===== src/rtl/tetris_pkg.sv =====
// Shared types and constants for the Tetris game logic.
package tetris_pkg;
  localparam int MODE_W = 2;

  typedef enum logic [MODE_W-1:0] {
    NORMAL = 2'd0,
    SOFT   = 2'd1,
    HARD   = 2'd2,
    PAUSED = 2'd3
  } drop_mode_t;

  localparam logic [7:0] HARD_KEY   = 8'h2c;
  localparam logic [7:0] SOFT_KEY   = 8'h16;
  localparam logic [2:0] LAND_STATE = 3'b010;
endpackage


===== src/rtl/vsync_edge_sync.sv =====
// Two-flop synchroniser for an asynchronous vsync plus a
// registered rising-edge pulse, 3 Clk cycles after the rise.
module vsync_edge_sync (
  input  logic Clk,
  input  logic reset,
  input  logic vs,
  output logic frame_pulse
);
  logic s1, s2, s3;

  always_ff @(posedge Clk or negedge reset) begin
    if (!reset) begin
      s1          <= 1'b0;
      s2          <= 1'b0;
      s3          <= 1'b0;
      frame_pulse <= 1'b0;
    end else begin
      s1          <= vs;
      s2          <= s1;
      s3          <= s2;
      frame_pulse <= s2 & ~s3;
    end
  end
endmodule


===== src/rtl/game_tick_gen.sv =====
// Gravity tick generator: frame-scaled normal/soft drop,
// fixed-rate hard drop and pause; one-cycle tick in Clk domain.
module game_tick_gen #(
  parameter int KEY_W = 8,
  parameter logic [KEY_W-1:0] HARD_KEY =
    KEY_W'(tetris_pkg::HARD_KEY),
  parameter logic [KEY_W-1:0] SOFT_KEY =
    KEY_W'(tetris_pkg::SOFT_KEY),
  parameter int STATE_W = 3,
  parameter logic [STATE_W-1:0] LAND_STATE =
    STATE_W'(tetris_pkg::LAND_STATE),
  parameter int LVL_W = 4,
  parameter int BASE_FRAMES = 48,
  parameter int FRAMES_PER_LVL = 3,
  parameter int MIN_FRAMES = 2,
  parameter int SOFT_FRAMES = 1,
  parameter int HARD_DIV = 4,
  parameter int CNT_W = $clog2(BASE_FRAMES + 1)
) (
  input  logic                          Clk,
  input  logic                          reset,
  input  logic                          VGA_VS,
  input  logic [KEY_W-1:0]              keycode,
  input  logic [STATE_W-1:0]            state,
  input  logic [LVL_W-1:0]              level,
  input  logic                          pause,
  output logic                          tick,
  output logic [tetris_pkg::MODE_W-1:0] mode,
  output logic [CNT_W-1:0]              frames_left
);
  import tetris_pkg::*;

  localparam int PW = CNT_W + LVL_W;
  localparam int HC_W =
    (HARD_DIV > 1) ? $clog2(HARD_DIV) : 1;
  localparam logic [HC_W-1:0] HC_LAST =
    HC_W'(HARD_DIV - 1);
  localparam logic signed [PW-1:0] MIN_S =
    PW'(MIN_FRAMES);
  localparam logic [CNT_W-1:0] MIN_P  = CNT_W'(MIN_FRAMES);
  localparam logic [CNT_W-1:0] SOFT_P = CNT_W'(SOFT_FRAMES);
  localparam logic [CNT_W-1:0] BASE_P = CNT_W'(BASE_FRAMES);
  localparam logic [CNT_W-1:0] ONE    = CNT_W'(1);

  drop_mode_t         mode_q, mode_d;
  drop_mode_t         shadow_q, shadow_d;
  logic [CNT_W-1:0]   fl_q, fl_d, fl_c;
  logic [CNT_W-1:0]   per, norm_p;
  logic [HC_W-1:0]    hc_q, hc_d;
  logic               ready_q, ready_d;
  logic               tick_q, tick_d;
  logic               frame_pulse;
  logic               land, hard_go;
  logic signed [PW-1:0] raw;

  vsync_edge_sync u_vs (
    .Clk         (Clk),
    .reset       (reset),
    .vs          (VGA_VS),
    .frame_pulse (frame_pulse)
  );

  // Wide signed intermediate so high levels clamp, not wrap.
  assign raw = PW'(BASE_FRAMES)
             - PW'(level) * PW'(FRAMES_PER_LVL);
  assign norm_p = (raw < MIN_S) ? MIN_P : raw[CNT_W-1:0];

  assign land = (mode_q == HARD)
             && (state == LAND_STATE);
  assign hard_go = (mode_q != PAUSED)
                && (keycode == HARD_KEY)
                && ready_q
                && (state != LAND_STATE);

  always_comb begin
    mode_d   = mode_q;
    shadow_d = shadow_q;
    fl_d     = fl_q;
    fl_c     = fl_q;
    hc_d     = hc_q;
    tick_d   = 1'b0;
    per      = norm_p;
    ready_d  = (keycode != HARD_KEY) ? 1'b1 : ready_q;

    if (pause) begin
      mode_d = PAUSED;
      if (mode_q != PAUSED) shadow_d = mode_q;
    end else if (land) begin
      mode_d = NORMAL;
      fl_d   = norm_p;
    end else if (hard_go) begin
      mode_d  = HARD;
      hc_d    = '0;
      ready_d = 1'b0;
    end else begin
      if (mode_q == PAUSED)
        mode_d = shadow_q;
      else if (mode_q != HARD)
        mode_d = (keycode == SOFT_KEY) ? SOFT : NORMAL;

      per  = (mode_d == SOFT) ? SOFT_P : norm_p;
      fl_c = (fl_q > per) ? per : fl_q;

      if (mode_d == HARD) begin
        tick_d = (hc_q == HC_LAST);
        hc_d   = tick_d ? '0 : hc_q + HC_W'(1);
      end else begin
        fl_d = fl_c;
        if (frame_pulse) begin
          if (fl_c <= ONE) begin
            tick_d = 1'b1;
            fl_d   = per;
          end else begin
            fl_d = fl_c - ONE;
          end
        end
      end
    end
  end

  always_ff @(posedge Clk or negedge reset) begin
    if (!reset) begin
      mode_q   <= NORMAL;
      shadow_q <= NORMAL;
      fl_q     <= BASE_P;
      hc_q     <= '0;
      ready_q  <= 1'b1;
      tick_q   <= 1'b0;
    end else begin
      mode_q   <= mode_d;
      shadow_q <= shadow_d;
      fl_q     <= fl_d;
      hc_q     <= hc_d;
      ready_q  <= ready_d;
      tick_q   <= tick_d;
    end
  end

  assign tick        = tick_q;
  assign mode        = mode_q;
  assign frames_left = fl_q;
endmodule

===== config.mk =====
export PLATFORM = sky130hd
export DESIGN_NAME = game_tick_gen
export DESIGN_NICKNAME = d
export VERILOG_FILES = /design/src/rtl/tetris_pkg.sv /design/src/rtl/vsync_edge_sync.sv /design/src/rtl/game_tick_gen.sv
export SDC_FILE = /design/constraint.sdc
export NUM_CORES = 1
export LEC_CHECK = 0
export BUFFER_PORTS_ARGS = -buffer_cell sky130_fd_sc_hd__buf_4
export CORE_MARGIN = 5
export CORE_UTILIZATION = 54
export DETAILED_ROUTE_END_ITERATION = 6
export PLACE_DENSITY = 0.77
export SLEW_MARGIN = 0
export SYNTH_ARGS = -nofsm -noshare
export SYNTH_HDL_FRONTEND = slang
export SYNTH_HIERARCHICAL = 1
export SYNTH_SLANG_ARGS = --single-unit

===== constraint.sdc =====
create_clock -name Clk -period 4.8 [get_ports Clk]
set_input_delay 0.48 -clock Clk [delete_from_list [all_inputs] [get_ports Clk]]
set_output_delay 0.48 -clock Clk [all_outputs]
set_load 0.01 [all_outputs]

==> metrics.md, run 1 <==
| Metric | Value |
|---|---|
| Clk root buf | clkbuf_4 |
| Mux contribution to synthesized area | 1.96% |
| Die width | 65.4 µm |
| Synth Warn # | 6 |
| RSZ-0062 raised after global routing | no |
| Post-Synth XOR/XNOR Area | 2.11% |
| Slew Limit Fails | 0 |
| TNS Setup | 0 ps |
| Synth Area in Adders | 12.8% |
| Most frequent cell after synthesis | nor2_1 |
| Final Critical Period | 4300 ps |
| Post-layout util | 65.0% |
| Post-synth net total | 223 |
| Post-DP HPWL | 3.31 mm |
| Main area contributors after synthesis | dfrtp_1 23%, ha_1 13%, a21oi_1 4.8% |
| Vias/cell | 6.30 |
| CTS sink count | 18 |
| H-tree levels | 1 |
| LEAKAGE | 0.906 nW |
| Final Cycle Share | 89.6% |
| HP Class | in2async |
| Finished Cell Area | 1950 µm² |
| Post-Synth Simple-Gate Area | 25.5% |
| Global placer's final weighted congestion | 0.935 |
| Initial core utilization | 55.2% |
| Final net count | 258 |
| Initial antenna violation count | 0 |
| Worst Max-Slew Pin Slew | 718 ps |
| Final setup viols | 0 |
| Post-CTS Hold Buffers | 0 |
| Worst rel slew slack | 51.7% |
| Critical path class | in2reg |
| Post-DR wirelength/cell | 16.2 µm |
| CTS tree | yes |
| Port bufs | 27 |
| Max VDD drop | 264 µV |
| Post-synthesis cell type with the largest combined area | dfrtp_1 |
| Gr usage total | 20.8% |
| Post-synthesis sequential area ratio | 27.4% |
| Clk_skew | 1.83 ps |
| Row cnt | 20 |
| Synth top area share | 22.7% |
| Routed Wire Length | 4.11 mm |
| Cts repair resizes | 0 |
| Final hold slack | 25.8 ps |
| Flops & latches, synth | 18 |
| Total power | 0.00110 W |
| Critical R2R Launch | mode[1] |
| Asr flop ratio synth | 100% |
| Highest Clock Rate | 232 MHz |
| Initial DRC count | 89 |
| DRC | 0 |
| Number of synthesized flops with an enable pin | 0 |
| Crit. End Element | register |
| WP data arrival | 4460 ps |
| Die height | 65.4 µm |
| Number of detailed-routing iterations run before antenna repair | 4 |
| Global route overflow | 0 |
| Largest net degree at the start of global routing | 19 |
| Vias in the first global route | 1617 |
| First-pass GRT wire length | 6.98 mm |
| Synth Area in Compound Gates | 24.4% |
| Post-synth top flop | dfrtp_1 |
| Cells after Synth | 187 |
| Pwr dens | 563 nW/µm² |
| Clock Tree Buf Depth | 2 |
| Worst setup path startpoint | level[2] |
| Max-capacitance violation count | 0 |
| Post-synth cell types | 63 |
| Clock slew at reported path FFs | 100 ps |
| Ant diodes | 0 |
| Final Hold Viols | 0 |
| Top cells by count, synth | 20 x nor2_1, 17 x ha_1, 16 x a21oi_1 |
| Largest family of logic cells by synthesized area | simple AND/OR/NAND/NOR gates |
| Status | finished clean |
| Core area | 3000 µm² |
| I/O pins | 28 |
| Die area | 4280 µm² |
| DP Area | 1920 µm² |
| Layout area overhead | 17.9% |
| CP required | 4960 ps |
| Antenna Violating Nets Remaining | 0 |
| Fillers | 258 |
| Num CTS Buffers | 3 |
| Clk Latency, worst-skew pair | 300 ps |
| Post-Syn Area per Cell | 8.86 µm² |
| Mapped Area | 1660 µm² |
| Setup bufs post-CTS | 0 |
| Peak fanout along the critical path | 8 |
| Vias | 1599 |
| Crit start category | primary input |
| Layout cell share with drive strength beyond 1 | 28.1% |
stage by stage:
stage	cells	worst slack, ps
after detailed placement	250	236
after global placement	250	440
after floorplan	187	262
after global routing	254	215
final	254	499
after CTS	254	535
path summary, 6_finish.rpt:
check                            endpoint  slack [ps]  depth (start not counted)
setup / recovery           frames_left[2]         500                         20
hold / removal                    u_vs/s3          30                          1
setup reg to reg           frames_left[2]         810                         16
hold reg to reg                   u_vs/s2         370                          0
max in group asynchronous         ready_q        4520                          1
min in group Clk                  u_vs/s1         280                          1
where the power goes:
part / switching, W / leakage [nW] / internal (W)
clock network: 0.0000491 / 0.0210 / 0.0000463
registers: 0.0000650 / 0.209 / 0.000204
logic: 0.000400 / 0.676 / 0.000335
logic make-up (layout without fill, tap and decap cells):
logic type / count (synthesis) / after routing
AND/OR/NAND/NOR: 69 / 69
multiplexers: 2 / 2
XOR/XNOR: 4 / 4
adder cells (fa/ha/maj): 17 / 17
buffers and inverters: 19 / 53
AO/OA/AOI/OAI: 58 / 58
flip-flops: 18 / 18
registers in the layout, summed over array words and instances, names as in the netlist:
register and flops:
u_vs/s1 1, ready_q 1, hc_q 2, shadow_q 2, u_vs/s2 1, frames_left 6
mode 2, u_vs/frame_pulse 1, u_vs/s3 1, tick 1
per-layer routing:
layer	routed length (µm)	vias to the layer above	share of wire, %	track usage, %
met5	0	-	0	0
met4	161	0	3.9	11.4
met3	225	21	5.5	3.76
met2	2080	68	51	36.5
met1	1640	750	40	23.8
li1	-	760	-	-
worst max-delay path: stages:
cell and delay, ps:
buf_4 130, inv_1 90, ha_1 240, ha_1 330
xnor2_1 390, and2_2 260, a31oi_1 130, nand2b_1 240
ha_1 310, nand2b_1 80, a21oi_1 70, o22ai_2 200
nor2_1 90, a22oi_1 330, ha_1 250, nor2_1 60
nand4b_4 220, and4_4 240, nor4_2 250, a311oi_1 70
final cells by class:
class	count	area, µm²	area share [%]
clock buffers	4	36.3	1.86
inverters	14	52.6	2.69
multi-input cells	150	1110	56.6
flip-flops and latches	18	454	23.3
well taps	33	41.3	2.11
repair buffers	35	263	13.5
placed cells by master, fill, tap and decap left out, types with 2 or more instances in the layout:
| master | n |
|---|---|
| a211oi_1 | 4 |
| a21o_1 | 2 |
| a21oi_1 | 16 |
| a22o_1 | 2 |
| a31oi_1 | 3 |
| a41o_1 | 2 |
| and2_2 | 2 |
| buf_4 | 35 |
| clkbuf_4 | 3 |
| dfrtp_1 | 15 |
| dfstp_2 | 3 |
| ha_1 | 17 |
| inv_1 | 14 |
| nand2_1 | 12 |
| nand2b_1 | 3 |
| nand3_1 | 6 |
| nand4_1 | 3 |
| nor2_1 | 20 |
| nor3_1 | 2 |
| o21ai_0 | 10 |
| o31ai_1 | 4 |
| or4b_4 | 2 |
| xnor2_1 | 2 |
| xor2_1 | 2 |
No activity file was read; power rests on OpenSTA's default activity.
==> run 2, diff against run 1 <==
Settings changed: CORE_UTILIZATION 54 to 35, CTS_BUF_LIST from default to sky130_fd_sc_hd__clkbuf_4, PLACE_DENSITY 0.77 to 0.54.
==> metrics.md, run 2 (synthesis results as in run 1) <==
| Metric | Value |
|---|---|
| Internal | 0.000560 W (was 0.000585 W) |
| Global placer's final weighted congestion | 0.885 (was 0.935) |
| Gr usage total | 13.3% (was 20.8%) |
| RSZ-0062 raised after global routing | no (unchanged) |
| Max-capacitance violation count | 0 (unchanged) |
| Cell repeated most along the worst path | ha_1 (unchanged) |
| TNS Setup | 0 ps (unchanged) |
| Vias in the first global route | 1491 (was 1617) |
| Post-DP HPWL | 3.16 mm (was 3.31 mm) |
| Status | finished clean (unchanged) |
| Clk Latency, worst-skew pair | 290 ps (was 300 ps) |
| Final Hold Viols | 0 (unchanged) |
| Clk pwr share | 7.2% (was 8.7%) |
| Pre-CTS setup slack | 234 ps (was 236 ps) |
| DRC | 0 (unchanged) |
| Cts repair resizes | 0 (unchanged) |
| CP required | 4940 ps (was 4960 ps) |
| Clock Tree Buf Depth | 2 (unchanged) |
| Post-DR wirelength/cell | 14.3 µm (was 16.2 µm) |
| Crit start category | primary input (unchanged) |
| Initial DRC count | 197 (was 89) |
| Critical Path Slowest Stage Cell | ha_1 (was xnor2_1) |
| Crit. End Element | register (unchanged) |
| CTS tree | yes (unchanged) |
| Final net count | 258 (unchanged) |
| Number of detailed-routing iterations run before antenna repair | 4 (unchanged) |
| Initial core utilization | 35.5% (was 55.2%) |
| Max reg flops | 6 (unchanged) |
| Ordered list of cells on the worst path | buf_4, inv_1, ha_1, ha_1, a21o_1, a21oi_1, xor2_1, a31oi_1, nand2b_1, ha_1, nand2b_1, a21oi_1, o22ai_2, nor2_1, a22oi_1, ha_1, nor2_1, nand4b_4, and4_4, nor4_2, a311oi_1 (was buf_4, inv_1, ha_1, ha_1, xnor2_1, and2_2, a31oi_1, nand2b_1, ha_1, nand2b_1, a21oi_1, o22ai_2, nor2_1, a22oi_1, ha_1, nor2_1, nand4b_4, and4_4, nor4_2, a311oi_1) |
| Pwr dens | 538 nW/µm² (was 563 nW/µm²) |
| Setup bufs post-CTS | 0 (unchanged) |
| Routed Wire Length | 3.94 mm (was 4.11 mm) |
| Core area | 4660 µm² (was 3000 µm²) |
| Post-CTS Hold Buffers | 0 (unchanged) |
| Die height | 78.8 µm (was 65.4 µm) |
| Antenna Violating Nets Remaining | 0 (unchanged) |
| WP data arrival | 4420 ps (was 4460 ps) |
| Worst rel slew slack | 61.7% (was 51.7%) |
| First-pass GRT wire length | 6.77 mm (was 6.98 mm) |
| Final setup viols | 0 (unchanged) |
| Global route overflow | 0 (unchanged) |
| Highest Clock Rate | 234 MHz (was 232 MHz) |
| Largest net degree at the start of global routing | 19 (unchanged) |
| Final Critical Period | 4270 ps (was 4300 ps) |
| Vias | 1523 (was 1599) |
| Fillers | 473 (was 258) |
| Clk_skew | 11.8 ps (was 1.83 ps) |
| CP Buf/Inv Count | 2 (unchanged) |
| Most common cell after layout, fill and taps aside | buf_4 (unchanged) |
| Critical Path Max Stage Delay | 320 ps (was 390 ps) |
| Logic pwr share | 67.3% (was 66.9%) |
| LEAKAGE | 0.900 nW (was 0.906 nW) |
| Family with the most delay on the worst path | compound AO/OA/AOI/OAI gates (was simple AND/OR/NAND/NOR gates) |
| Max VDD drop | 188 µV (was 264 µV) |
| Sw Pwr | 0.000500 W (was 0.000515 W) |
| Clk root buf | clkbuf_4 (unchanged) |
| Ant diodes | 0 (unchanged) |
| Vias/cell | 5.54 (was 6.30) |
| Initial antenna violation count | 0 (unchanged) |
| Critical path class | in2reg (unchanged) |
| Most frequent cells in the layout | 35 x buf_4, 20 x nor2_1, 17 x ha_1, 16 x a21oi_1, 15 x dfrtp_1 (unchanged) |
| I/O pins | 28 (unchanged) |
| Row cnt | 25 (was 20) |
| Port bufs | 27 (unchanged) |
| Clock slew at reported path FFs | 110 ps (was 100 ps) |
| Worst Max-Slew Pin Slew | 572 ps (was 718 ps) |
| Die area | 6210 µm² (was 4280 µm²) |
| Share of power burned in registers | 25.5% (was 24.5%) |
| Peak fanout along the critical path | 8 (unchanged) |
| CTS sink count | 18 (unchanged) |
| H-tree levels | 1 (unchanged) |
| HP Class | in2async (unchanged) |
| Slew Limit Fails | 0 (unchanged) |
| Die width | 78.8 µm (was 65.4 µm) |
| Layout area overhead | 18.9% (was 17.9%) |
| Layout cell share with drive strength beyond 1 | 27.6% (was 28.1%) |
| Final Cycle Share | 89.0% (was 89.6%) |
| Switching Share | 47.2% (was 46.8%) |
| Final WS setup | 526 ps (was 499 ps) |
| Num CTS Buffers | 3 (unchanged) |
==> run 2: changes by cell type in the layout (fill, tap and decap cells not counted) <==
cell and delta:
clkbuf_8 -1, clkinv_1 +1
==> run 2: final timing paths <==
kind                           from             end  slack [ps]  cells after the start
setup / recovery           level[1]  frames_left[2]         530                     21
hold / removal                reset     shadow_q[1]          30                      1
setup reg to reg            mode[1]  frames_left[2]         750                     16
hold reg to reg             u_vs/s1         u_vs/s2         360                      0
max in group asynchronous     reset  frames_left[4]        4520                      1
min in group Clk             VGA_VS         u_vs/s1         290                      1
==> run 2: layout make-up <==
type	instances	area, µm²	share of cell area (%)
Sequential cell	18	454	23.1
Tap cell	54	67.6	3.43
Clock buffer	3	22.5	1.14
Multi-Input combinational cell	150	1110	56.2
Clock inverter	1	3.75	0.191
Timing Repair Buffer	35	263	13.3
Inverter	14	52.6	2.67
==> run 2: through the flow <==
stage	hold WS, ps	std cells	cell area (µm²)	utilization (%)	total power, W
after global placement	335	271	1940	41.7	0.000993
after global routing	28.6	275	1970	42.3	0.00117
after detailed placement	338	271	1940	41.7	0.000983
after CTS	33.0	275	1970	42.3	0.00106
after floorplan	184	187	1660	-	0.000750
final	30.1	275	1970	42.3	0.00106
==> run 2: power groups by stage <==
stage                     logic [W]  registers, W  clock network, W
after detailed placement   0.000710      0.000272                 0
after CTS                  0.000715      0.000269         0.0000811
final                      0.000714      0.000270         0.0000765
after floorplan            0.000486      0.000264                 0
after global routing       0.000800      0.000281         0.0000901
after global placement     0.000720      0.000273                 0
==> run 2: routing by layer <==
layer | global-route usage [%] | part of all wire [%] | up-vias
li1 | - | - | 763
met1 | 17.7 | 48 | 711
met2 | 22.4 | 46 | 43
met3 | 1.36 | 4.2 | 6
met4 | 4.72 | 1.6 | 0
met5 | 0 | 0 | -
==> run 2: worst reg2reg max path, delay by kind of cell, from the launching register on <==
kind / cells / cell delay [ps]
AND/OR/NAND/NOR: 7 / 1590
adder cells (fa/ha/maj): 2 / 480
flip-flops: 1 / 500
buffers and inverters: 1 / 80
AO/OA/AOI/OAI: 6 / 1240
